===== config.mk =====
export PLATFORM = sky130hd
export DESIGN_NAME = timer_arbiter
export DESIGN_NICKNAME = d
export VERILOG_FILES = /design/src/rtl/timer_arbiter.sv
export SDC_FILE = /design/constraint.sdc
export NUM_CORES = 1
export LEC_CHECK = 0
export ABC_CLOCK_PERIOD_IN_PS = 3200
export CAP_MARGIN = 10
export CORE_MARGIN = 2
export CORE_UTILIZATION = 50
export DETAILED_ROUTE_END_ITERATION = 10
export DONT_BUFFER_PORTS = 1
export PLACE_DENSITY = 0.69
export SLEW_MARGIN = 20
export SYNTH_ARGS = -nofsm -noshare
export SYNTH_HDL_FRONTEND = slang
export SYNTH_SLANG_ARGS = --single-unit

===== constraint.sdc =====
create_clock -name clk -period 3.2 [get_ports clk]
set_clock_uncertainty 0.2 [all_clocks]
set_input_delay 0.64 -clock clk [delete_from_list [all_inputs] [get_ports clk]]
set_output_delay 0.64 -clock clk [all_outputs]
set_load 0.02 [all_outputs]

===== src/rtl/timer_arbiter.sv =====
// Round-robin arbiter sharing one TIMER among N_REQ requesters.
// Grants, loads the winner's delay, runs the timer, acks on expiry.
module timer_arbiter #(
    parameter int N_REQ = 4,
    parameter int VAL_W = 32,
    parameter int GID_W = 2
) (
    input  logic                   clk,
    input  logic                   rst,
    input  logic [N_REQ-1:0]       req,
    input  logic [N_REQ*VAL_W-1:0] req_value,
    output logic [N_REQ-1:0]       ack,
    output logic                   busy,
    output logic [GID_W-1:0]       grant_id,
    output logic                   tmr_enbl,
    output logic [31:0]            tmr_value,
    input  logic                   tmr_done
);

    if (VAL_W > 32) begin : g_bad_val_w
        $error("timer_arbiter: VAL_W above 32 is not supported");
    end
    if (GID_W != $clog2(N_REQ)) begin : g_bad_gid_w
        $error("timer_arbiter: GID_W must equal clog2(N_REQ)");
    end
    if (N_REQ < 2 || N_REQ > 16) begin : g_bad_n_req
        $error("timer_arbiter: N_REQ must be within 2..16");
    end

    typedef enum logic [1:0] {
        IDLE,
        RUN,
        GAP
    } state_t;

    localparam logic [GID_W:0]   N_L  = (GID_W+1)'(N_REQ);
    localparam logic [GID_W-1:0] LAST = GID_W'(N_REQ - 1);

    state_t             state;
    state_t             state_d;
    logic [GID_W-1:0]   rr_ptr;
    logic [GID_W-1:0]   rr_d;
    logic [GID_W-1:0]   grant_d;
    logic [GID_W-1:0]   pos;
    logic [GID_W-1:0]   win;
    logic [GID_W:0]     win_sum;
    logic [N_REQ-1:0]   rot;
    logic [N_REQ-1:0]   ack_d;
    logic [VAL_W-1:0]   win_val;
    logic [31:0]        value_d;
    logic               enbl_d;
    logic               busy_d;

    // Rotate req so rr_ptr sits at bit 0; the lowest set bit is the winner.
    always_comb begin
        rot = N_REQ'({req, req} >> rr_ptr);
        pos = '0;
        for (int i = N_REQ - 1; i >= 0; i--) begin
            if (rot[i]) pos = GID_W'(i);
        end
        win_sum = {1'b0, rr_ptr} + {1'b0, pos};
        if (win_sum >= N_L) win_sum = win_sum - N_L;
        win = win_sum[GID_W-1:0];
        win_val = '0;
        for (int i = 0; i < N_REQ; i++) begin
            if (win == GID_W'(i)) win_val = req_value[i*VAL_W +: VAL_W];
        end
    end

    // Next-state and next-output decode; done beats a same-cycle cancel.
    always_comb begin
        state_d = state;
        ack_d   = '0;
        enbl_d  = tmr_enbl;
        grant_d = grant_id;
        value_d = tmr_value;
        rr_d    = rr_ptr;
        unique case (state)
            IDLE: begin
                if (|req) begin
                    state_d = RUN;
                    enbl_d  = 1'b1;
                    grant_d = win;
                    value_d = 32'(win_val);
                    rr_d    = (win == LAST) ? '0 : win + 1'b1;
                end
            end
            RUN: begin
                if (tmr_done) begin
                    ack_d[grant_id] = 1'b1;
                    enbl_d          = 1'b0;
                    state_d         = GAP;
                end else if (!req[grant_id]) begin
                    enbl_d  = 1'b0;
                    state_d = GAP;
                end
            end
            GAP: begin
                state_d = IDLE;
            end
            default: begin
                state_d = IDLE;
            end
        endcase
        busy_d = (state_d != IDLE);
    end

    // State and registered outputs; reset drops tmr_enbl at once.
    always_ff @(posedge clk or posedge rst) begin
        if (rst) begin
            state     <= IDLE;
            rr_ptr    <= '0;
            ack       <= '0;
            busy      <= 1'b0;
            grant_id  <= '0;
            tmr_enbl  <= 1'b0;
            tmr_value <= '0;
        end else begin
            state     <= state_d;
            rr_ptr    <= rr_d;
            ack       <= ack_d;
            busy      <= busy_d;
            grant_id  <= grant_d;
            tmr_enbl  <= enbl_d;
            tmr_value <= value_d;
        end
    end

endmodule

## After elaboration in Yosys (flattened, before gate mapping)

Cells that the tools add are included.

- Register bits after elaboration: 44

- $add $sub $neg: 3
- Shift-type cells: 1
- Equal/unequal tests: 6
- Reductions and logical operators: 8
- Muxes and demuxes: 24
- Magnitude comparators: 3

Operator list:

| kind | count |
|---|---|
| $mux W32 | 4 |
| $mux W2 | 9 |
| $mux W4 | 2 |
| $shr A8 B2 Y4 | 1 |
| $mux W1 | 5 |
| $eq A2 B1 Y1 const B | 2 |
| $eq A2 B2 Y1 const B | 2 |
| $logic_not A2 Y1 | 2 |
| $pmux W2 S2 | 1 |
| $reduce_bool A2 Y1 | 2 |
| $reduce_or A4 Y1 | 1 |
| $add A2 B2 Y3 | 1 |
| $ge A3 B3 Y1 const B | 1 |
| $lt A2 B3 Y1 const B | 1 |
| $ne A3 B3 Y1 const B | 1 |
| $reduce_and A3 Y1 | 1 |
| $add A2 B1 Y2 const B | 1 |
| $bmux W1 S2 | 1 |
| $demux W1 S2 | 1 |
| $ge A2 B1 Y1 const B | 1 |
| $ne A2 B2 Y1 const B | 1 |
| $pmux W1 S2 | 1 |
| $reduce_and A2 Y1 | 1 |
| $sub A2 B1 Y2 const B | 1 |
| $logic_and A1 B1 Y1 | 1 |

## Longest topological paths before layout

- Depth in word-level cells: 13
- Gate-level depth with buffers: 16
- Depth with buffers taken out: 13

## Worst setup path before layout

Ideal clock, no wire load.

- Path type: in2reg
- Start: input port req[0]
- End: register tmr_value[17]
- Setup time: 0.083 ns
- Data arrival time: 3.212 ns
- Stages: 14
- Slack: -0.294 ns
- Required time: 2.917 ns
- Cell sequence: buf_6 -> or4_2 -> nand3_1 -> ha_1 -> xnor2_1 -> a31oi_1 -> or2_1 -> ha_1 -> clkbuf_1 -> nor2b_2 -> buf_2 -> a221oi_1 -> o31a_1 -> o21ai_0

- Longest elaborated chain between the ends: 13
- Elaborated cells between the ends (all ways): 19
- Classes of those cells: add/sub: 2; order compare: 1; eq/ne: 3; shift: 1; mux: 9; reduce/logical: 3

RTL lines:

| what | line | text |
|---|---|---|
| start: declaration | 10 | `input logic [N_REQ-1:0] req,` |
| $shr A8 B2 Y4 | 56 | `rot = N_REQ'({req, req} >> rr_ptr);` |
| $mux W2 (4 in a row) | 59 | `if (rot[i]) pos = GID_W'(i);` |
| $add A2 B2 Y3 | 61 | `win_sum = {1'b0, rr_ptr} + {1'b0, pos};` |
| $ge A3 B3 Y1 or $sub A2 B1 Y2 (tied branches) | 62 | `if (win_sum >= N_L) win_sum = win_sum - N_L;` |
| $mux W2 | 62 |  |
| $logic_not A2 Y1 | 66 | `if (win == GID_W'(i)) win_val = req_value[i*VAL_W +: VAL_W];` |
| $mux W32 (4 in a row) | 66 |  |
| end signal: assignment | 125 | `tmr_value <= value_d;` |
| end: declaration | 16 | `output logic [31:0] tmr_value,` |

Parallel ways exist; a longest one is shown, timed or not.
A chain may end at the register's enable or synchronous reset.

## Final worst setup path

- Start: register rr_ptr[0]
- End: register tmr_value[21]

- Longest elaborated chain between the ends: 13
- Elaborated cells between the ends (all ways): 17
- Classes of those cells: add/sub: 2; order compare: 1; eq/ne: 3; shift: 1; mux: 9; reduce/logical: 1

RTL lines:

| what | line | text |
|---|---|---|
| start: declaration | 41 | `logic [GID_W-1:0] rr_ptr;` |
| start signal: assignment | 120 | `rr_ptr <= rr_d;` |
| $shr A8 B2 Y4 | 56 |  |
| $mux W2 (4 in a row) | 59 |  |
| $add A2 B2 Y3 (*) | 61 |  |
| $ge A3 B3 Y1 or $sub A2 B1 Y2 (tied branches) | 62 |  |
| $mux W2 (*) | 62 |  |
| $logic_not A2 Y1 | 66 |  |
| $mux W32 (3 in a row) | 66 |  |
| $mux W32 (*) | 66 |  |

Mark *: on every way between the ends. The rest lies on a longest branch, timed or not.

==> impl_metrics.py <==
metrics = {
    "critical_path": {
        "arrival_ns": 2.98,
        "path_cells": "or4_4 -> nand3_2 -> ha_4 -> xnor2_1 -> and4_4 -> or2_1 -> ha_1 -> nor2b_4 -> buf_12 -> a221oi_1 -> o31a_1 -> o21ai_1",
        "crit_type": "flop to flop",
        "rr_worst_depth": 12,
        "slowest_stage": "or4_4",
        "worstPathMaxFanout": 16,
        "crit_cells": 12,
        "cp-end-kind": "flop",
        "worstPathRequired_ns": 3.17,
        "crit_path_start_kind": "flop",
        "slowest_delay_ns": 0.52,
        "cp_num_buf_inv": 1,
        "path_delay_family": "simple AND/OR/NAND/NOR gates",
    },
    "logic_synthesis": {
        "ys_types": 41,
        "yosysSeqAreaShare": 0.391,
        "syn-num-nets": 468,
        "synth_enable_flop_cells": 0,
        "synth_warnings": 0,
        "synth-async-reset-ratio": 1.00,
        "synth-seq-cells": 44,
        "synth_area_um2": 2820,
        "synth_area_per_cell_um2": 8.58,
        "synth_ff_type": "dfrtp_1",
        "syn_inst": 328,
    },
    "finish": {
        "final_util": 0.558,
        "fill_cells": 494,
        "finalInstanceArea_um2": 3050,
        "area_growth_pct": 8.49,
        "fin_nets": 459,
        "drive_gt1_frac": 0.134,
        "final_cells": 392,
        "n_antenna_cell": 0,
    },
    "sta": {
        "period_share": 0.941,
        "period_needed_ns": 3.01,
        "hold_violations": 0,
        "finalMaxSlewViolations": 0,
        "tightest_slew_ns": 0.893,
        "max_freq_mhz": 332,
        "rsz0062_at_grt": "false",
        "finalSetupViolCount": 0,
        "slew_headroom": 0.404,
    },
    "global_routing": {
        "grt_start_max_net_pins": 45,
        "grt_pass1_wl_um": 10700,
        "antenna_found_initial": 0,
        "grt_pass1_vias": 2171,
        "grt_usage": 0.222,
        "grt_remaining_overflow": 0,
    },
    "routing": {
        "highest_layer": "met4",
        "wl_per_cell_um": 18.6,
        "drc": 0,
        "drt-met1-wl_um": 2900,
        "wl_met3_um": 644,
        "drt-vias-per-instance": 6.13,
        "vias": 2402,
        "dr_wl_met2_um": 3640,
        "wl_um": 7290,
        "drtPass1Iterations": 5,
        "drtIter0Drc": 111,
        "drtAntennaViolNets": 0,
    },
    "placement": {
        "placed_cell_area_um2": 2890,
        "globalplace.congestion": 0.879,
        "placed_cells": 381,
        "io_buffers": 0,
        "dpl.hpwl_um": 5390,
    },
    "die": {
        "die_h_um": 79.0,
        "initial_utilization": 0.514,
        "pin_count": 175,
        "chipWidth_um": 79.0,
        "rows": 27,
        "core-area_um2": 5470,
        "die-area_um2": 6250,
    },
    "power_and_ir_drop": {
        "p_leak_nw": 1.23,
        "powerDensity_nw_per_um2": 1730,
        "ir_worst_vdd_mv": 0.871,
    },
    "status": {
        "outcome": "completed",
    },
    "flow_run": {
        "maxCapViolCount": 0,
    },
    "clock_network": {
        "cts_hold_buf": 0,
        "htreeDepth": 2,
        "cts_sinks": 44,
        "root_buffer": "clkbuf_8",
        "cts_inserted_buffers": 5,
        "clk_pin_slew_ns": 0.08,
        "cts_tree": "built",
        "cts_buffer_depth": 2,
        "clk_latency_ns": 0.29,
    },
    "worst_hold_path": {
        "hold_class": "input pin to async pin",
    },
}
==> final timing paths <==
| check | end | start | slack [ns] |
|---|---|---|---|
| max reg2reg | tmr_value[21]$_DFFE_PP0P_ | rr_ptr[0]$_DFFE_PP0P_ | 0.19 |
| max | tmr_value[21]$_DFFE_PP0P_ | rr_ptr[0]$_DFFE_PP0P_ | 0.19 |
| min | tmr_value[30]$_DFFE_PP0P_ | rst | 0.21 |
| min in group clk | busy$_DFF_PP0_ | state[1]$_DFF_PP0_ | 0.31 |
| min reg2reg | busy$_DFF_PP0_ | state[1]$_DFF_PP0_ | 0.31 |
| max in group asynchronous | rr_ptr[0]$_DFFE_PP0P_ | rst | 1.98 |
==> sequential cells by signal (all words and copies together) (netlist names) <==
register / cells
ack: 4
tmr_value: 32
busy: 1
tmr_enbl: 1
state: 2
grant_id: 2
rr_ptr: 2
==> cells in the mapped netlist (2+ instances only) <==
cell | count | area (um2)
a21oi_1 | 2 | 10.0
a221oi_1 | 31 | 272
and2b_2 | 3 | 26.3
and3b_1 | 2 | 17.5
buf_2 | 10 | 50.1
buf_4 | 4 | 30.0
buf_6 | 5 | 56.3
clkbuf_1 | 12 | 45.0
dfrtp_1 | 44 | 1100
ha_1 | 5 | 62.6
inv_1 | 6 | 22.5
nand2_1 | 69 | 259
nand2b_1 | 3 | 18.8
nand3b_1 | 2 | 15.0
nor2_1 | 34 | 128
nor2b_1 | 2 | 12.5
nor3_1 | 5 | 25.0
o21ai_0 | 15 | 75.1
o21ai_1 | 21 | 105
o31a_1 | 31 | 272
o31ai_2 | 2 | 25.0
==> repair_timing <==
item                       in CTS  in global routing
pin swaps                       0                  0
setup buffers                   1                  1
gates cloned                    1                  0
hold endpoints to repair        0                  0
gates resized for setup         1                  8
setup endpoints to repair      31                 32
==> metal layers <==
| layer | up-vias | track usage |
|---|---|---|
| li1 | 1174 | - |
| met1 | 1079 | 0.266 |
| met5 | - | 0 |
| met2 | 142 | 0.398 |
| met4 | 0 | 0.0552 |
| met3 | 7 | 0.0580 |
==> area by class of cell <==
class	count	area (um2)	area share
clock buffers	6	82.6	0.0270
multi-input cells	247	1540	0.505
flip-flops and latches	44	1100	0.361
well taps	72	90.1	0.0295
inverters	6	22.5	0.00737
clock inverters	2	10.0	0.00328
repair buffers	15	204	0.0668
==> worst register-to-register path, delay by kind of cell, from the launching register on <==
| family | cells | cell delay [ns] |
|---|---|---|
| xor gates and xnor gates | 1 | 0.07 |
| buffers and inverters | 1 | 0.15 |
| adders and majority gates | 2 | 0.35 |
| AOI/OAI and AO/OA | 3 | 0.48 |
| DFF | 1 | 0.45 |
| and+or+nand+nor | 5 | 1.16 |
==> report_power, final <==
| group | internal (mW) | total [mW] | switching (mW) | leakage [nW] |
|---|---|---|---|---|
| registers | 0.822 | 1.30 | 0.473 | 0.554 |
| clock network | 0.172 | 0.360 | 0.187 | 0.0510 |
| logic | 1.76 | 3.64 | 1.88 | 0.620 |
| total | 2.75 | 5.29 | 2.54 | 1.23 |
==> layout by cell type, fill, tap and decap left out, types with 2 or more instances in the layout <==
cell type	count
o31a_1	31
ha_2	3
nor2b_4	2
nor3_1	5
inv_2	2
a21oi_1	2
nor2_1	34
or4_4	2
inv_1	4
nand2b_1	3
a221oi_1	31
dfrtp_1	43
and2b_2	3
and3b_1	2
clkinv_2	2
clkbuf_8	6
buf_4	7
nor2b_1	2
o21ai_0	3
buf_12	7
nand3b_1	2
o21ai_1	33
nand2_1	69
o31ai_2	2
==> cell families after synthesis <==
family,after synthesis,share of synthesized area
compound gates,108,0.285
flops,44,0.391
simple gates,129,0.204
buf+inv,38,0.0778
xor+xnor,1,0.00311
fa+ha+maj,5,0.0222
mux,3,0.0169
==> stage by stage <==
step	setup TNS [ns]	power (mW)	hold WS, ns	setup slack, ns
floorplan	-0.529	4.04	0.248	-0.0176
global placement	-7.97	4.64	0.277	-0.275
detailed placement	-9.79	4.72	0.290	-0.340
CTS	0	5.22	0.244	0.00783
global route	0	5.74	0.294	0.0245
finish	0	5.29	0.214	0.187
(Power assumes the default switching activity.)
